[config.mk]
export PLATFORM = sky130hd
export DESIGN_NAME = song_sequencer
export DESIGN_NICKNAME = d
export VERILOG_FILES = /design/src/rtl/song_sequencer.sv
export SDC_FILE = /design/constraint.sdc
export NUM_CORES = 1
export LEC_CHECK = 0
export ABC_AREA = 1
export CAP_MARGIN = 20
export CORE_MARGIN = 1
export CORE_UTILIZATION = 40
export CTS_CLUSTER_SIZE = 24
export DETAILED_ROUTE_END_ITERATION = 16
export GPL_TIMING_DRIVEN = 0
export HOLD_SLACK_MARGIN = 0.1
export PLACE_DENSITY = 0.56
export SETUP_SLACK_MARGIN = 0.1
export SYNTH_ARGS = -nofsm -noshare
export SYNTH_HDL_FRONTEND = slang
export SYNTH_SLANG_ARGS = --single-unit
[constraint.sdc]
create_clock -name clk -period 7.54 [get_ports clk]
set_input_delay 1.508 -clock clk [delete_from_list [all_inputs] [get_ports clk]]
set_output_delay 1.508 -clock clk [all_outputs]
set_load 0.02 [all_outputs]
[src/rtl/song_sequencer.sv]
// Two-hand melody player: walks a small writable song memory and drives the
// note-to-divider inputs, with optional articulation gaps, looping and abort.
module song_sequencer #(
   parameter int BEAT_CYCLES = 25000000,
   parameter int GAP_CYCLES  = 1000000,
   parameter int SONG_LEN    = 32
) (
   input  logic       clk,
   input  logic       rst_n,
   input  logic       start,
   input  logic       abort,
   input  logic       loop,
   input  logic       wr_en,
   input  logic [4:0] wr_addr,
   input  logic [9:0] wr_data,
   output logic [3:0] left_note,
   output logic [3:0] right_note,
   output logic       stop,
   output logic [4:0] pos,
   output logic       busy,
   output logic       done
);

   localparam int CNT_MAX = (BEAT_CYCLES > GAP_CYCLES) ? BEAT_CYCLES : GAP_CYCLES;
   localparam int CW      = (CNT_MAX > 1) ? $clog2(CNT_MAX) : 1;
   localparam int AW      = (SONG_LEN > 1) ? $clog2(SONG_LEN) : 1;
   localparam logic [CW-1:0] BEAT_LAST = CW'(BEAT_CYCLES - 1);
   localparam logic [CW-1:0] GAP_LAST  = CW'((GAP_CYCLES > 0) ? GAP_CYCLES - 1 : 0);
   localparam logic [5:0]    LEN6      = 6'(SONG_LEN);

   typedef enum logic [1:0] {IDLE, NOTE, GAP} state_t;

   state_t        state_q, state_d;
   logic [4:0]    pos_q, pos_d;
   logic [CW-1:0] cyc_q, cyc_d;
   logic [1:0]    beat_q, beat_d;
   logic [1:0]    len_q, len_d;
   logic [3:0]    left_q, left_d;
   logic [3:0]    right_q, right_d;
   logic          stop_q, stop_d;
   logic          busy_q, busy_d;
   logic          done_q, done_d;
   logic [9:0]    mem_q [SONG_LEN];
   logic [9:0]    mem_d [SONG_LEN];

   logic [4:0]    pos_inc;
   logic [9:0]    next_entry;
   logic          has_next;
   logic          adv, load, finish;
   logic [4:0]    load_pos;
   logic [9:0]    load_entry;

   function automatic logic is_end(input logic [9:0] e);
      return e[9:2] == 8'hFF;
   endfunction

   assign pos_inc    = pos_q + 5'd1;
   assign next_entry = mem_q[pos_inc[AW-1:0]];
   assign has_next   = (({1'b0, pos_q} + 6'd1) < LEN6) && !is_end(next_entry);

   always_comb begin
      state_d    = state_q;
      pos_d      = pos_q;
      cyc_d      = cyc_q + 1'b1;
      beat_d     = beat_q;
      len_d      = len_q;
      left_d     = left_q;
      right_d    = right_q;
      stop_d     = stop_q;
      busy_d     = busy_q;
      done_d     = 1'b0;
      mem_d      = mem_q;
      adv        = 1'b0;
      load       = 1'b0;
      finish     = 1'b0;
      load_pos   = '0;
      load_entry = '0;

      case (state_q)
         IDLE: begin
            cyc_d = '0;
            if (start) begin
               if (is_end(mem_q[0])) finish = 1'b1;
               else                  load   = 1'b1;
            end
         end
         NOTE: begin
            if (cyc_q == BEAT_LAST) begin
               cyc_d = '0;
               if (beat_q == len_q) begin
                  if (GAP_CYCLES > 0) begin
                     state_d = GAP;
                     stop_d  = 1'b1;
                     beat_d  = '0;
                  end else begin
                     adv = 1'b1;
                  end
               end else begin
                  beat_d = beat_q + 2'd1;
               end
            end
         end
         GAP: begin
            if (cyc_q == GAP_LAST) adv = 1'b1;
         end
         default: state_d = IDLE;
      endcase

      // End of an entry: step forward, wrap on loop, or finish the song.
      if (adv) begin
         if (has_next) begin
            load     = 1'b1;
            load_pos = pos_inc;
         end else if (loop && !is_end(mem_q[0])) begin
            load = 1'b1;
         end else begin
            finish = 1'b1;
         end
      end

      if (load) begin
         load_entry = mem_q[load_pos[AW-1:0]];
         state_d    = NOTE;
         pos_d      = load_pos;
         left_d     = load_entry[9:6];
         right_d    = load_entry[5:2];
         len_d      = load_entry[1:0];
         stop_d     = 1'b0;
         busy_d     = 1'b1;
         cyc_d      = '0;
         beat_d     = '0;
      end

      if (finish || abort) begin
         state_d = IDLE;
         pos_d   = '0;
         left_d  = '0;
         right_d = '0;
         stop_d  = 1'b1;
         busy_d  = 1'b0;
         cyc_d   = '0;
         beat_d  = '0;
         done_d  = finish && !abort;
      end

      if (wr_en && ({1'b0, wr_addr} < LEN6)) mem_d[wr_addr[AW-1:0]] = wr_data;
   end

   always_ff @(posedge clk or negedge rst_n) begin
      if (!rst_n) begin
         state_q <= IDLE;
         pos_q   <= '0;
         cyc_q   <= '0;
         beat_q  <= '0;
         len_q   <= '0;
         left_q  <= '0;
         right_q <= '0;
         stop_q  <= 1'b1;
         busy_q  <= 1'b0;
         done_q  <= 1'b0;
         mem_q   <= '{default: '0};
      end else begin
         state_q <= state_d;
         pos_q   <= pos_d;
         cyc_q   <= cyc_d;
         beat_q  <= beat_d;
         len_q   <= len_d;
         left_q  <= left_d;
         right_q <= right_d;
         stop_q  <= stop_d;
         busy_q  <= busy_d;
         done_q  <= done_d;
         mem_q   <= mem_d;
      end
   end

   assign left_note  = left_q;
   assign right_note = right_q;
   assign stop       = stop_q;
   assign pos        = pos_q;
   assign busy       = busy_q;
   assign done       = done_q;

endmodule

==> impl_metrics.toml <==
[clock_tree]
cts.sinks = 367
hold_buffers = 0
clock_latency_ns = 0.61
htree_num_levels = 2
ctsResizeCount = 0
path_clk_slew_ns = 0.06
clockRootBuffer = "clkbuf_16"
cts_buffer_depth = 3
cts_setup_buffers = 0
cts_tree = "built"
numCtsBuffers = 44

[grt]
grtUsageTotal = 0.375
first_global_vias = 18900
overflow = 0
grt_pass1_wl_um = 132000
antenna_found_initial = 3
grt_max_degree = 113

[routing]
wl_per_cell_um = 27.1
route.vias.total = 19700
dr.pass1.iters = 8
drc = 0
antenna_left = 0
drt_iter0_drc = 2569
wl_um = 91900
via_per_inst = 5.82

[timing]
rsz0062_at_grt = "false"
finalMaxSlewViolations = 0
min_period_ns = 5.37
setup_viol = 0
hold_violations = 0
skew_ns = 0.0262
setup_tns_ns = 0
min_period_over_period = 0.713
worst_pin_slew_ns = 1.18
slew_headroom = 0.208
whs_ns = 0.465
clock.fmax_mhz = 186

[logic_synthesis]
yosys.cell_types.count = 44
ys_ff_latch = 367
synth_nets = 2672
ys_seq_area_frac = 0.475
synth_cells = 2649
netlist.area_leader.share = 0.474
avgSynthCellArea_um2 = 7.30
yosys_warnings = 0
yosys.area.top_type = "dfrtp_1"
synth_area_leaders = "dfrtp_1, nand2_1, o21ai_0"
synth_area_um2 = 19300

[critical_path]
cpMaxStageDelayCell = "clkbuf_1"
crit_top_cell = "nand3_1"
crit_chain = "ha_1 > inv_2 > clkbuf_1 > o21ai_1 > nor2_1 > nand2_1 > a21oi_1 > nand3_1 > nand3_1 > nand3_2 > nand4_1 > nor2_1 > inv_2 > buf_2 > nand3_1 > nand3_1 > nand3_1 > nand3_1 > nand2_1"
setup.worst_path.start_class = "flip-flop"
crit_fanout = 10
crit_required_ns = 8.01
crit_path_end_kind = "flip-flop"
slowest_delay_ns = 0.87
path_class = "flip-flop to flip-flop"
cp_data_arrival_time_ns = 5.84

[finish]
drive_gt1_frac = 0.0667
n_antenna_cell = 0
nets = 2762
syn_to_final_growth_pct = 14.4
fin_util = 0.463
fill_cells = 4932
instances_no_fill = 3388

[die]
num_io_pins = 37
initial_core_util = 0.405
core-area_um2 = 47700
die_x_um = 222
die_area_um2 = 49200
rows = 80
die_y_um = 222

[place]
post-place-cells = 3307
hpwl_um = 66400
place_congestion = 1.06
numPortBuffers = 36

[power_and_ir_drop]
power_mw = 5.70
ir_drop_mv = 0.183
p_per_area_nw_per_um2 = 258
p_leak_nw = 10.4

[min_path]
hp-class = "flip-flop to flip-flop"

[job]
cap_violations = 0

[outcome]
outcome = "finished clean"
-- where the power goes --
part,total [mW],internal (mW),switching (mW),leakage (nW)
sequential,2.57,2.31,0.260,4.73
clock,2.24,1.34,0.899,0.739
combinational,0.895,0.319,0.576,4.97
-- state kept, by name (all words and copies together) (netlist names), 2 cells and up --
name	count
beat_q	2
cyc_q	25
left_note	4
len_q	2
mem_q	320
pos	5
right_note	4
state_q	2
-- cell families after synthesis --
family / share of synthesized area
and+or+nand+nor: 0.289
AOI/OAI and AO/OA: 0.139
buffers and inverters: 0.0905
DFF: 0.475
xor gates and xnor gates: 0.00589
adders and majority gates: 0.00129
-- Yosys cell counts, drive strengths merged --
master	n
nand3	300
o22ai	7
nor2	234
dfstp	1
and3	1
nand4	14
clkbuf	109
a211oi	1
o2111ai	4
or2	9
o21bai	4
a31oi	1
nand2	708
clkinv	1
nor4	7
dfrtp	366
o211ai	3
nor3b	6
inv	244
ha	2
or4	1
nor3	36
o21ai	419
xnor2	4
a21oi	87
xor2	9
buf	71
-- layer usage --
layer | part of all wire | vias up | GRT usage | routed length, um
met5 | 0.00024 | - | 0 | 22
met4 | 0.061 | 4 | 0.201 | 5580
met3 | 0.097 | 294 | 0.0869 | 8910
met2 | 0.43 | 1092 | 0.572 | 39800
met1 | 0.41 | 9573 | 0.495 | 37600
li1 | - | 8746 | - | -
-- final timing paths --
check	from	endpoint	slack, ns	cells past startpoint
min in group asynchronous	rst_n	cyc_q[0]$_DFF_PN0_	0.86	1
max	pos[0]$_DFFE_PN0P_	left_note[2]$_DFFE_PN0P_	2.17	19
max in group asynchronous	rst_n	mem_q[32]$_DFFE_PN0P_	5.15	3
min	cyc_q[0]$_DFF_PN0_	cyc_q[0]$_DFF_PN0_	0.47	1
max reg2reg	pos[0]$_DFFE_PN0P_	left_note[2]$_DFFE_PN0P_	2.17	19
min reg2reg	cyc_q[0]$_DFF_PN0_	cyc_q[0]$_DFF_PN0_	0.47	1
-- cell usage in the layout, fill, tap and decap left out, types with 3 or more instances in the layout --
cell type / n
buf_6: 7
or2_1: 7
o21ai_1: 28
buf_2: 46
clkdlybuf4s50_1: 35
clkbuf_1: 117
inv_1: 236
o2111ai_1: 4
nor2_4: 4
o22ai_1: 7
inv_2: 6
nand2_1: 705
dfrtp_1: 366
nor3_1: 27
nand4_1: 13
clkinv_2: 11
buf_4: 18
clkbuf_16: 45
bufinv_16: 5
nor3_2: 9
nor3b_1: 5
buf_1: 4
buf_16: 3
o21ai_0: 389
o21bai_1: 4
o211ai_1: 3
clkbuf_8: 7
nand3_1: 298
nor2_1: 227
nor4_1: 7
a21oi_1: 87
xnor2_1: 4
xor2_1: 9
-- metrics by stage --
step	setup WS, ns	cell area (um^2)
2_1_floorplan	4.69	19300
3_3_place_gp	-11.54	20500
3_5_place_dp	2.56	20600
4_1_cts	2.54	22100
5_1_grt	2.22	22100
6_report	2.17	22100
-- worst max-delay path, delay by kind of cell (launching register included) --
kind	cells	cell delay, ns
AOI/OAI and AO/OA	2	0.42
adders and majority gates	1	0.34
buffers and inverters	4	1.69
DFF	1	0.44
and+or+nand+nor	12	2.32
-- area by class of cell --
type	count	area, um^2	area share
clock inverter	20	244	0.0110
timing repair buffer	44	500	0.0226
sequential	367	9190	0.415
tap	615	769	0.0348
multi-input combinational	1857	8420	0.381
inverter	245	926	0.0419
buffer	180	823	0.0372
clock buffer	60	1250	0.0566
(Power assumes the default switching activity.)
